[config.mk]
export PLATFORM = sky130hd
export DESIGN_NAME = kernel_launch_queue
export DESIGN_NICKNAME = d
export VERILOG_FILES = /design/src/rtl/gpu_launch_pkg.sv /design/src/rtl/launch_fifo.sv /design/src/rtl/kernel_launch_queue.sv
export SDC_FILE = /design/constraint.sdc
export NUM_CORES = 1
export LEC_CHECK = 0
export ABC_AREA = 1
export CAP_MARGIN = 10
export CORE_ASPECT_RATIO = 2
export CORE_UTILIZATION = 55
export CTS_CLUSTER_DIAMETER = 120
export DETAILED_ROUTE_END_ITERATION = 10
export PLACE_DENSITY = 0.9
export SKIP_CTS_REPAIR_TIMING = 1
export SYNTH_ARGS = -nofsm -noshare
export SYNTH_HDL_FRONTEND = slang
export SYNTH_SLANG_ARGS = --single-unit
[constraint.sdc]
create_clock -name clk -period 3.8 [get_ports clk]
set_input_delay 0.95 -clock clk [delete_from_list [all_inputs] [get_ports clk]]
set_output_delay 0.95 -clock clk [all_outputs]
set_load 0.02 [all_outputs]
[src/rtl/gpu_launch_pkg.sv]
// gpu_launch_pkg: shared types for the kernel launch front end
package gpu_launch_pkg;
  localparam int KERNEL_ID_BITS = 4;
  typedef enum logic [1:0] {IDLE, LOAD, RUN, COMPLETE} launch_state_t;
  typedef struct packed {
    logic [KERNEL_ID_BITS-1:0] id;
    logic [7:0]                thread_count;
  } launch_entry_t;
endpackage

[src/rtl/launch_fifo.sv]
// launch_fifo: synchronous FIFO of launch entries; the head is readable without a pop
module launch_fifo
  import gpu_launch_pkg::*;
#(
  parameter int DEPTH = 4,
  parameter int LW = $clog2(DEPTH + 1)
) (
  input  logic          clk,
  input  logic          reset,
  input  logic          push,
  input  logic          pop,
  input  launch_entry_t wdata,
  output launch_entry_t rdata,
  output logic          full,
  output logic          empty,
  output logic [LW-1:0] level
);
  localparam int PW = $clog2(DEPTH);
  launch_entry_t mem [DEPTH];
  logic [PW-1:0] wr_ptr, rd_ptr;
  assign rdata = mem[rd_ptr];
  assign full = level == LW'(DEPTH);
  assign empty = level == '0;
  always_ff @(posedge clk)
    if (push) mem[wr_ptr] <= wdata;
  always_ff @(posedge clk) begin
    if (reset) begin
      wr_ptr <= '0;
      rd_ptr <= '0;
      level <= '0;
    end else begin
      if (push) wr_ptr <= wr_ptr + 1'b1;
      if (pop) rd_ptr <= rd_ptr + 1'b1;
      level <= level + LW'(push) - LW'(pop);
    end
  end
endmodule

[src/rtl/kernel_launch_queue.sv]
// kernel_launch_queue: buffers host kernel launches and sequences them through the dispatch unit
module kernel_launch_queue
  import gpu_launch_pkg::*;
#(
  parameter int QUEUE_DEPTH = 4,
  parameter int LW = $clog2(QUEUE_DEPTH + 1)
) (
  input  logic                      clk,
  input  logic                      reset,
  input  logic                      host_valid,
  output logic                      host_ready,
  input  logic [7:0]                host_thread_count,
  output logic [KERNEL_ID_BITS-1:0] host_id,
  input  logic                      abort,
  output logic                      dispatch_reset,
  output logic                      dispatch_start,
  output logic [7:0]                dispatch_thread_count,
  input  logic                      dispatch_done,
  output logic                      kernel_done,
  output logic [KERNEL_ID_BITS-1:0] done_id,
  output logic                      done_aborted,
  output logic [LW-1:0]             queue_level,
  output logic                      busy
);
  launch_state_t state, state_n;
  launch_entry_t cur, head, wdata;
  logic push, pop, full, empty, aborted;
  assign host_ready = !reset && !full;
  assign push = host_valid && host_ready;
  assign pop = state == IDLE && !empty;
  assign wdata = '{id: host_id, thread_count: host_thread_count};
  launch_fifo #(.DEPTH(QUEUE_DEPTH), .LW(LW)) u_fifo (
    .clk(clk), .reset(reset), .push(push), .pop(pop), .wdata(wdata),
    .rdata(head), .full(full), .empty(empty), .level(queue_level)
  );
  // zero-thread kernels skip dispatch entirely; done beats abort in RUN
  always_comb
    state_n = state == IDLE ? (empty ? IDLE : (head.thread_count != '0 ? LOAD : COMPLETE)) :
              state == LOAD ? RUN :
              state == RUN  ? ((dispatch_done || abort) ? COMPLETE : RUN) : IDLE;
  always_ff @(posedge clk) begin
    if (reset) begin
      state <= IDLE;
      cur <= '0;
      aborted <= 1'b0;
      host_id <= '0;
    end else begin
      state <= state_n;
      if (pop) cur <= head;
      aborted <= state == RUN ? abort && !dispatch_done : (pop ? 1'b0 : aborted);
      if (push) host_id <= host_id + 1'b1;
    end
  end
  assign dispatch_reset = state != RUN;
  assign dispatch_start = state == RUN;
  assign dispatch_thread_count = cur.thread_count;
  assign kernel_done = state == COMPLETE;
  assign done_id = cur.id;
  assign done_aborted = aborted;
  assign busy = state != IDLE || queue_level != '0;
endmodule
# Word-level counts from Yosys, hierarchy flattened
# Memories as Yosys holds them, arrays and structs flattened. A register that Yosys moved wholly into a read port is not among the register bits.
# Index checks and enable logic that the tools add are counted.
word_totals:
  ramBits: 48
  memories: 1
  romBits: 0
  output_inout_bits: 25
  ff_bits: 26
  latchBits: 0
  elab_cells: 47
mem_list:
  columns: ["name", "words", "word_bits", "rd", "rd_clocked_by_memory_dff", "wr", "line", "source"]
  rows:
  - ["u_fifo.mem", 4, 12, 1, 1, 1, "launch_fifo.sv:19", "launch_entry_t mem [DEPTH];"]
classes:
  div: 0
  mul: 0
  mux: 12
  order_cmp: 0
  n_reduce_logical: 16
  shift: 0
  eq_ne: 5
  n_addsub: 5
  n_bitwise: 0
op_table:
  columns: ["op", "count"]
  rows:
  - ["$mux W2", 7]
  - ["$reduce_bool A8 Y1", 1]
  - ["$mux W1", 5]
  - ["$add A2 B1 Y2 const B", 2]
  - ["$add A4 B1 Y4 const B", 1]
  - ["$eq A2 B2 Y1 const B", 2]
  - ["$logic_and A1 B1 Y1", 4]
  - ["$logic_not A1 Y1", 4]
  - ["$reduce_bool A2 Y1", 2]
  - ["$add A3 B1 Y3", 1]
  - ["$eq A3 B3 Y1 const B", 1]
  - ["$logic_not A3 Y1", 1]
  - ["$reduce_bool A3 Y1", 1]
  - ["$sub A3 B1 Y3", 1]
  - ["$eq A2 B1 Y1 const B", 1]
  - ["$logic_not A2 Y1", 1]
  - ["$logic_or A1 B1 Y1", 2]
  - ["$ne A2 B2 Y1 const B", 1]

# Logic depth before layout (Yosys ltp)
# Gate-level depths: netlist of run 1.
logic_depth:
  word_depth: 6
  depth_mapped: 13
  ltp_nobuf: 11

# Cells and area by module
# Synthesis of run 1 repeated with hierarchy kept, for this count alone.
hier_totals:
  cells_unflattened: 300
  hier_area_um2: 3265.6
modules_own_cells:
  columns: ["module", "seq_area_each_um2", "instances", "cells_per_inst", "area_each_um2"]
  rows:
  - ["launch_fifo", 1621.6, 1, 195, 2418.6]
  - ["kernel_launch_queue", 380.4, 1, 105, 847.1]

# Worst setup path before layout of run 1
# No wires, ideal clock.
synth_timing:
  path_type: "input port to output port"
  from: "input port reset"
  to: "output port host_ready"
  required_time_ps: 2850
  cell_stages: 1
  setup_slack_ps: 1528
  t_arrival_ps: 1322
  path_cell_list: "a31oi_1"
synth_between:
  elab_chain_cells: 2
synth_rtl:
  columns: ["item", "line", "source"]
  rows:
  - ["from (decl)", "kernel_launch_queue.sv:9", "input logic reset,"]
  - ["$logic_not A1 Y1", "kernel_launch_queue.sv:28", "assign host_ready = !reset && !full;"]
  - ["$logic_and A1 B1 Y1", "kernel_launch_queue.sv:28", null]
  - ["to (decl)", "kernel_launch_queue.sv:11", "output logic host_ready,"]
# No other way between the ends.

# Worst setup path in the final report of run 1
# Ends and elaborated chain as after synthesis.

==> key figures, run 1 <==
Clock network
  – Skew-Pair Late Insertion Delay: approximately 0.36 ns
  – CTS sink count: 76
  – Depth of the CTS H-tree: 3
  – Number of buffers created by CTS: 9
  – Clock Path Buffers: 2
  – Clock root buffer: clkbuf_8
  – CTS tree: built
  – Clock Pin Slew Worst Setup and Hold Paths: 0.08 ns

Power
  – Leakage: approximately 1.4 nW
  – Total Power: between 2 and 2.5 mW
  – Max VDD drop: between 0.0007 and 0.0008 V
  – Pwr dens: 682 nW/um^2

Synth
  – Syn. warnings: 0
  – Synth Instances: roughly 290
  – Simple-gate share of the synthesized area: 13.9%
  – Net count after synthesis: ~310
  – Post-synthesis cell area: between 3000 and 4000 um^2
  – Commonest register cell after synthesis: edfxtp_1
  – Synth Area in Compound Gates: roughly 9%
  – Synth cell types: 23
  – Post-synthesis adder-cell area fraction: 5.12%
  – Largest family of logic cells by synthesized area: simple AND/OR/NAND/NOR gates
  – Synth Area in XOR/XNOR: 0.285%
  – Post-synthesis mux area share: 0%
  – Sequential share of the synthesized area: 65.0%
  – Post-synth ARST share: 0%
  – Mapped Avg Cell Area: around 11 um^2
  – Number of synthesized flops with an enable pin: 48
  – Synth Register Bits: 76

Worst setup path
  – Critical path class: in2out
  – Crit Reg-Reg Startpoint: state[0]$_SDFF_PP0_
  – WP data required: about 2.9 ns
  – Crit path from: reset
  – Crit-path max FO: 7
  – Crit start category: primary input
  – Arr. time, crit path: between 2 and 2.5 ns
  – Crit path capture type: output port

Placed design
  – RePlAce Congestion: 0.806
  – Placed Area: 3470 um^2
  – Pre-CTS WS: 0.538 ns
  – Placed cells: 378
  – PortBufs: 37
  – Final HPWL DP: 3910 um

Final layout
  – Layout Nets: roughly 350
  – Fill cell count: 430
  – Leading cell type in the layout, fill and taps excluded: nand2_1
  – Cell Count, Final, Fillers Out: between 300 and 400
  – Share of layout cells above drive strength 1: roughly 8.4%
  – Design area: about 3600 um^2
  – Area growth, synth to finish: 18.4%
  – ANT cells: 0
  – Commonest cells after routing, fill and taps aside: 53 x nand2_1, 48 x edfxtp_1, 37 x clkdlybuf4s50_1, 32 x nor2_1, 29 x o21ai_0

STA
  – Post-layout minimum cycle time: approximately 3.3 ns
  – Final setup TNS: 0 ns
  – Setup violations, final: 0
  – Fmax: between 0.3 and 0.4 GHz
  – Worst slew margin relative to its limit: between 30% and 40%
  – Fin. Hold Viols: 0
  – Period Utilization, post-route: a little under nine tenths
  – Post-route setup slack: around 0.55 ns
  – Slew @ Worst Pin: approximately 0.9 ns
  – RSZ-0062 raised after global routing: false
  – Layout Skew: approximately 0.013 ns
  – Slew Viols, Final: 0

Drt
  – Drt drc: 0
  – Antenna-violating nets left: 0
  – Total length of routed wires: 5940 um
  – Vias per inst: between 5 and 6
  – Wire length per cell: 15.1 um
  – 1st-iter DRT viols: 95
  – Detailed-route via count: around 2100
  – TritonRoute pass-1 iters: 4

Global routing
  – Largest net degree at the start of global routing: 30
  – First-pass GRT wire length: ~9500 um
  – Initial antenna violation count: 0
  – Gr usage total: 23.7%
  – Vias in the first global route: roughly 2000
  – Total global routing overflow: 0

Die
  – Die area: between 5000 and 6000 um^2
  – Core Area: between 5000 and 6000 um^2
  – Site row count: 38
  – Die height: 108 um
  – Die Wd: around 55 um
  – IO Pins: 38
  – Starting Density: a little under three fifths

Run
  – Number of max-cap violations: 0

Min path
  – Worst Hold Launch: u_fifo.rd_ptr[1]$_SDFFE_PP0P_
  – HP Class: reg2reg

Run status
  – Status: finished clean
## worst max-delay path, cell delays in order
cell	delay (ns)
clkdlybuf4s50_1	0.54
a31oi_1	0.20
clkdlybuf4s50_1	0.62
## per-stage QoR
stage          hold slack, ns  utilization [%]
2_1_floorplan           0.436                -
3_3_place_gp            0.454             64.0
3_5_place_dp            0.473             64.0
4_1_cts                 0.483             67.2
5_1_grt                 0.518             67.2
6_report                0.480             67.2
## where the power goes
part | leakage [nW] | switching (mW) | internal, mW
clock network | 0.0928 | 0.297 | 0.254
logic | 0.658 | 0.500 | 0.323
registers | 0.669 | 0.116 | 0.995
total | 1.42 | 0.913 | 1.57
## cells by family after synthesis
logic type,count (synthesis)
compound gates,54
xor+xnor,1
fa+ha+maj,12
buf+inv,39
flops,76
simple gates,106
## per-layer routing
| metal | track usage, % | up-vias | part of all wire [%] |
|---|---|---|---|
| met1 | 27.9 | 1010 | 40 |
| met3 | 5.51 | 9 | 4.6 |
| li1 | - | 1053 | - |
| met4 | 13.2 | 0 | 2.8 |
| met5 | 0 | - | 0 |
| met2 | 37.8 | 62 | 53 |
## synth_stat cells (2+ instances only)
library cell,count,share of area [%]
nand3_1,17,2.8
clkbuf_1,2,0.24
buf_6,5,1.8
o21ai_0,29,4.7
nor2_1,32,3.9
a21oi_1,16,2.6
ha_1,11,4.5
nor2_2,2,0.41
buf_2,4,0.65
a31oi_1,7,1.4
dfxtp_1,28,18
inv_1,23,2.8
buf_4,2,0.49
inv_2,2,0.24
nand2_1,53,6.5
edfxtp_1,48,47
## registers in the layout (all words and copies together), names as in the netlist, named ones only
register               count
u_fifo.mem                48
dispatch_thread_count      8
done_aborted               1
u_fifo.rd_ptr              2
state                      2
host_id                    4
done_id                    4
u_fifo.wr_ptr              2
u_fifo.level               3
## area by class of cell
class / instances / area (um^2) / area share, %
Timing Repair Buffer: 43 / 415 / 11.4
Sequential cell: 76 / 2000 / 54.9
Inverter: 26 / 100 / 2.75
Multi-Input combinational cell: 173 / 877 / 24.1
Clock buffer: 10 / 138 / 3.78
Tap cell: 60 / 75.1 / 2.06
Clock inverter: 6 / 37.5 / 1.03
## path summary, 6_finish.rpt
check                                                   to  slack, ns  depth (start not counted)
worst min register to register                   flip-flop       0.48                          2
worst max register to register  u_fifo.level[2]$_SDFF_PP0_       1.50                         12
worst min-delay path                             flip-flop       0.48                          2
worst max-delay path                            host_ready       0.55                          3
Power figures use the tool's default switching activity.
==> run 2, diff against run 1 <==
--- a/config.mk
+++ b/config.mk
@@ -7,7 +7,7 @@
 export LEC_CHECK = 0
 export ABC_AREA = 1
 export CAP_MARGIN = 10
-export CORE_ASPECT_RATIO = 2
+export CORE_ASPECT_RATIO = 0.6
 export CORE_UTILIZATION = 55
 export CTS_CLUSTER_DIAMETER = 120
 export DETAILED_ROUTE_END_ITERATION = 10
==> key figures, run 2 (synthesized netlist as in run 1, its figures left out) <==
Run status
  – Status: finished clean

Worst setup path
  – Arr. time, crit path: about 2.4 ns
  – WP data required: about 2.9 ns
  – Crit start category: primary input
  – Crit-path max FO: 7
  – Crit path capture type: output port
  – Critical path class: in2out

Drt
  – Total length of routed wires: ~6700 um
  – Drt drc: 0
  – Vias per inst: 5.51
  – Detailed-route via count: 2220
  – 1st-iter DRT viols: ~190
  – TritonRoute pass-1 iters: 5
  – Wire length per cell: around 17 um
  – Antenna-violating nets left: 0

Global routing
  – Initial antenna violation count: 0
  – First-pass GRT wire length: 10600 um
  – Total global routing overflow: 0
  – Gr usage total: between 20% and 30%
  – Largest net degree at the start of global routing: 30
  – Vias in the first global route: between 2000 and 2500

STA
  – Period Utilization, post-route: 87.9%
  – RSZ-0062 raised after global routing: false
  – Final setup TNS: 0 ns
  – Slew @ Worst Pin: ~0.53 ns
  – Post-layout minimum cycle time: ~3.3 ns
  – Fin. Hold Viols: 0
  – Fmax: approximately 0.30 GHz
  – Layout Skew: just under 0.007 ns
  – Slew Viols, Final: 0
  – Setup violations, final: 0
  – Worst slew margin relative to its limit: 64.9%

Placed design
  – Final HPWL DP: 4270 um
  – PortBufs: 37
  – RePlAce Congestion: ~0.78
  – Placed cells: a little under 400

Die
  – Die height: roughly 60 um
  – Die area: between 5000 and 6000 um^2
  – Die Wd: between 90 and 100 um
  – IO Pins: 38
  – Core Area: between 5000 and 6000 um^2
  – Starting Density: a little under 60%
  – Site row count: 20

Final layout
  – Layout Nets: 358
  – ANT cells: 0
  – Share of layout cells above drive strength 1: between 8 and 9%
  – Commonest cells after routing, fill and taps aside: 53 x nand2_1, 48 x edfxtp_1, 37 x clkdlybuf4s50_1, 32 x nor2_1, 29 x o21ai_0
  – Reg with most FFs: u_fifo.mem
  – Leading cell type in the layout, fill and taps excluded: nand2_1
  – Area growth, synth to finish: 20.6%
  – Cell Count, Final, Fillers Out: just over 400
  – Max FFs per register: between 40 and 50

Min path
  – HP Class: reg2reg

Power
  – Pwr dens: 707 nW/um^2
  – Leakage: between 1 and 1.5 nW
  – Max VDD drop: around 0.00024 V

Clock network
  – Depth of the CTS H-tree: 3
  – CTS sink count: 76
  – Number of buffers created by CTS: 9
  – CTS tree: built
  – Clock root buffer: clkbuf_8
  – Clock Pin Slew Worst Setup and Hold Paths: around 0.07 ns
  – Skew-Pair Late Insertion Delay: ~0.34 ns
  – Clock Path Buffers: 2

Run
  – Number of max-cap violations: 0
[run 2: cell count changes in the layout (fill, tap and decap cells not counted), sizes merged]
cell    change
clkbuf      -1
inv         -2
bufinv      +2
buf         +4
[run 2: through the flow]
| step | util (%) | setup slack [ns] | instance area, um^2 | hold WS (ns) | power [mW] |
|---|---|---|---|---|---|
| final | 71.0 | 0.460 | 3710 | 0.481 | 2.62 |
| after global routing | 71.0 | 0.391 | 3710 | 0.514 | 2.76 |
| after global placement | 67.1 | 0.566 | 3510 | 0.445 | 1.92 |
| after detailed placement | 67.1 | 0.492 | 3510 | 0.464 | 1.97 |
| after CTS | 71.0 | 0.487 | 3710 | 0.478 | 2.62 |
| after floorplan | - | 1.53 | 3080 | 0.436 | 1.69 |
[run 2: metal layers]
layer	track usage (%)	vias to the layer above	part of all wire [%]
met5	0	-	0
met1	32.7	1055	42
met4	9.81	0	1.2
li1	-	1056	-
met3	6.78	10	8.8
met2	40.0	99	48
[run 2: area by class of cell]
cell class / count / area, um^2
inverters: 26 / 100
flip-flops and latches: 76 / 2000
clock inverters: 6 / 80.1
fillers: 334 / 1520
clock buffers: 9 / 124
well taps: 66 / 82.6
repair buffers: 47 / 445
multi-input cells: 173 / 877
[run 2: path summary, 6_finish.rpt]
path                            cells past startpoint  slack [ns]                             to                          start
worst min register to register                      1        0.48  u_fifo.rd_ptr[0]$_SDFFE_PP0P_  u_fifo.rd_ptr[0]$_SDFFE_PP0P_
worst max-delay path                                3        0.46                     host_ready                          reset
worst min-delay path                                1        0.48  u_fifo.rd_ptr[0]$_SDFFE_PP0P_  u_fifo.rd_ptr[0]$_SDFFE_PP0P_
worst max register to register                     12        1.45     u_fifo.level[2]$_SDFF_PP0_            state[0]$_SDFF_PP0_
[run 2: worst max-delay path, cell delays in order]
cell and delay, ns:
clkdlybuf4s50_1 0.55, a31oi_1 0.25, clkdlybuf4s50_1 0.64
[run 2: power by group]
group	switching, mW	leakage [nW]	total [mW]	internal [mW]
logic	0.570	0.679	0.901	0.331
registers	0.0841	0.669	1.08	0.995
clock network	0.282	0.100	0.642	0.360
==> run 3, diff against run 2 <==
--- a/config.mk
+++ b/config.mk
@@ -11,7 +11,8 @@
 export CORE_UTILIZATION = 55
 export CTS_CLUSTER_DIAMETER = 120
 export DETAILED_ROUTE_END_ITERATION = 10
-export PLACE_DENSITY = 0.9
+export HOLD_SLACK_MARGIN = 0.02
+export PLACE_DENSITY = 0.91
 export SKIP_CTS_REPAIR_TIMING = 1
 export SYNTH_ARGS = -nofsm -noshare
 export SYNTH_HDL_FRONTEND = slang
==> key figures, run 3 (synthesized netlist as in run 1, its figures left out) <==
Run status
  – Status: finished clean

Die
  – Starting Density: about three fifths
  – Core Area: between 5000 and 6000 um^2
  – Die height: between 50 and 60 um
  – Site row count: 20
  – IO Pins: 38
  – Die Wd: slightly below 100 um
  – Die area: just under 6000 um^2

Worst setup path
  – Crit path capture type: output port
  – WP data required: 2.85 ns
  – Arr. time, crit path: 2.33 ns
  – Crit start category: primary input
  – Crit-path max FO: 7
  – Critical path class: in2out

Final layout
  – Fill cell count: approximately 350
  – Layout Nets: approximately 360
  – Commonest cells after routing, fill and taps aside: 53 x nand2_1, 48 x edfxtp_1, 37 x clkdlybuf4s50_1, 32 x nor2_1, 29 x o21ai_0
  – ANT cells: 0
  – Reg with most FFs: u_fifo.mem
  – Area growth, synth to finish: 18.9%
  – Max FFs per register: 48
  – Leading cell type in the layout, fill and taps excluded: nand2_1
  – Share of layout cells above drive strength 1: under 10%

Clock network
  – Number of buffers created by CTS: 9
  – Clock Path Buffers: 2
  – Depth of the CTS H-tree: 3
  – Skew-Pair Late Insertion Delay: 0.35 ns
  – Clock Pin Slew Worst Setup and Hold Paths: 0.07 ns
  – Clock root buffer: clkbuf_8
  – CTS tree: built
  – CTS sink count: 76

Power
  – Pwr dens: 681 nW/um^2
  – Max VDD drop: 0.000361 V
  – Leakage: about 1.4 nW

STA
  – Layout Skew: ~0.0083 ns
  – Setup violations, final: 0
  – Fmax: roughly 0.3 GHz
  – Hold Slack: ~0.47 ns
  – Worst slew margin relative to its limit: 63.8%
  – Slew Viols, Final: 0
  – Post-layout minimum cycle time: between 3 and 4 ns
  – RSZ-0062 raised after global routing: false
  – Period Utilization, post-route: around 86%
  – Final setup TNS: 0 ns
  – Slew @ Worst Pin: roughly 0.54 ns
  – Fin. Hold Viols: 0

Global routing
  – Gr usage total: between 20% and 30%
  – Vias in the first global route: about 2100
  – Largest net degree at the start of global routing: 30
  – Total global routing overflow: 0
  – First-pass GRT wire length: approximately 10000 um
  – Initial antenna violation count: 0

Drt
  – Wire length per cell: approximately 16 um
  – Detailed-route via count: about 2200
  – TritonRoute pass-1 iters: 5
  – Drt drc: 0
  – 1st-iter DRT viols: 208
  – Total length of routed wires: roughly 6300 um
  – Antenna-violating nets left: 0
  – Vias per inst: 5.49

Placed design
  – Final HPWL DP: about 4000 um
  – PortBufs: 37
  – RePlAce Congestion: around 0.77

Run
  – Number of max-cap violations: 0

Min path
  – HP Class: reg2reg
==> run 3: changes by cell type in the layout (fill, tap and decap cells not counted), sizes merged <==
| cell | delta |
|---|---|
| clkbuf | +2 |
| buf | -2 |
| clkinvlp | +1 |
| bufinv | -2 |
==> run 3: critical path, stage by stage <==
cell and delay (ns):
clkdlybuf4s50_1 0.55, a31oi_1 0.21, clkdlybuf4s50_1 0.62
==> run 3: metal layers <==
layer	share of wire [%]	wire [um]	GRT usage, %
met1	44	2790	31.0
met2	47	2940	36.9
met5	0	0	0
met3	7.6	476	7.95
met4	1.5	97	8.96
==> run 3: final timing paths <==
kind                            startpoint                    endpoint  slack, ns  cells after the start
max                                  reset                  host_ready       0.52                      3
min          u_fifo.rd_ptr[1]$_SDFFE_PP0P_                   flip-flop       0.47                      2
max reg2reg            state[0]$_SDFF_PP0_  u_fifo.level[2]$_SDFF_PP0_       1.54                     12
min reg2reg  u_fifo.rd_ptr[1]$_SDFFE_PP0P_                   flip-flop       0.47                      2
==> run 3: area by class of cell <==
| class | instances | area [um^2] | share of cell area (%) |
|---|---|---|---|
| multi-input combinational | 173 | 877 | 24.0 |
| clock buffer | 11 | 141 | 3.86 |
| tap | 66 | 82.6 | 2.26 |
| timing repair buffer | 45 | 430 | 11.8 |
| clock inverter | 5 | 27.5 | 0.752 |
| inverter | 26 | 100 | 2.73 |
| sequential | 76 | 2000 | 54.7 |
==> run 3: stage by stage <==
stage | instance area, um^2 | power, mW | setup slack [ns] | utilization [%] | cells
finish | 3660 | 2.49 | 0.515 | 70.0 | 402
global route | 3660 | 2.65 | 0.447 | 70.0 | 402
CTS | 3660 | 2.49 | 0.521 | 70.0 | 402
detailed placement | 3490 | 1.97 | 0.515 | 66.8 | 386
global placement | 3490 | 1.93 | 0.560 | 66.8 | 386
floorplan | 3080 | 1.69 | 1.53 | - | 288
==> run 3: power breakdown <==
group          internal [mW]  total, mW  switching [mW]
Combinational          0.327      0.891           0.564
Sequential             0.995       1.07          0.0770
Clock                  0.249      0.529           0.280
Total                   1.57       2.49           0.921
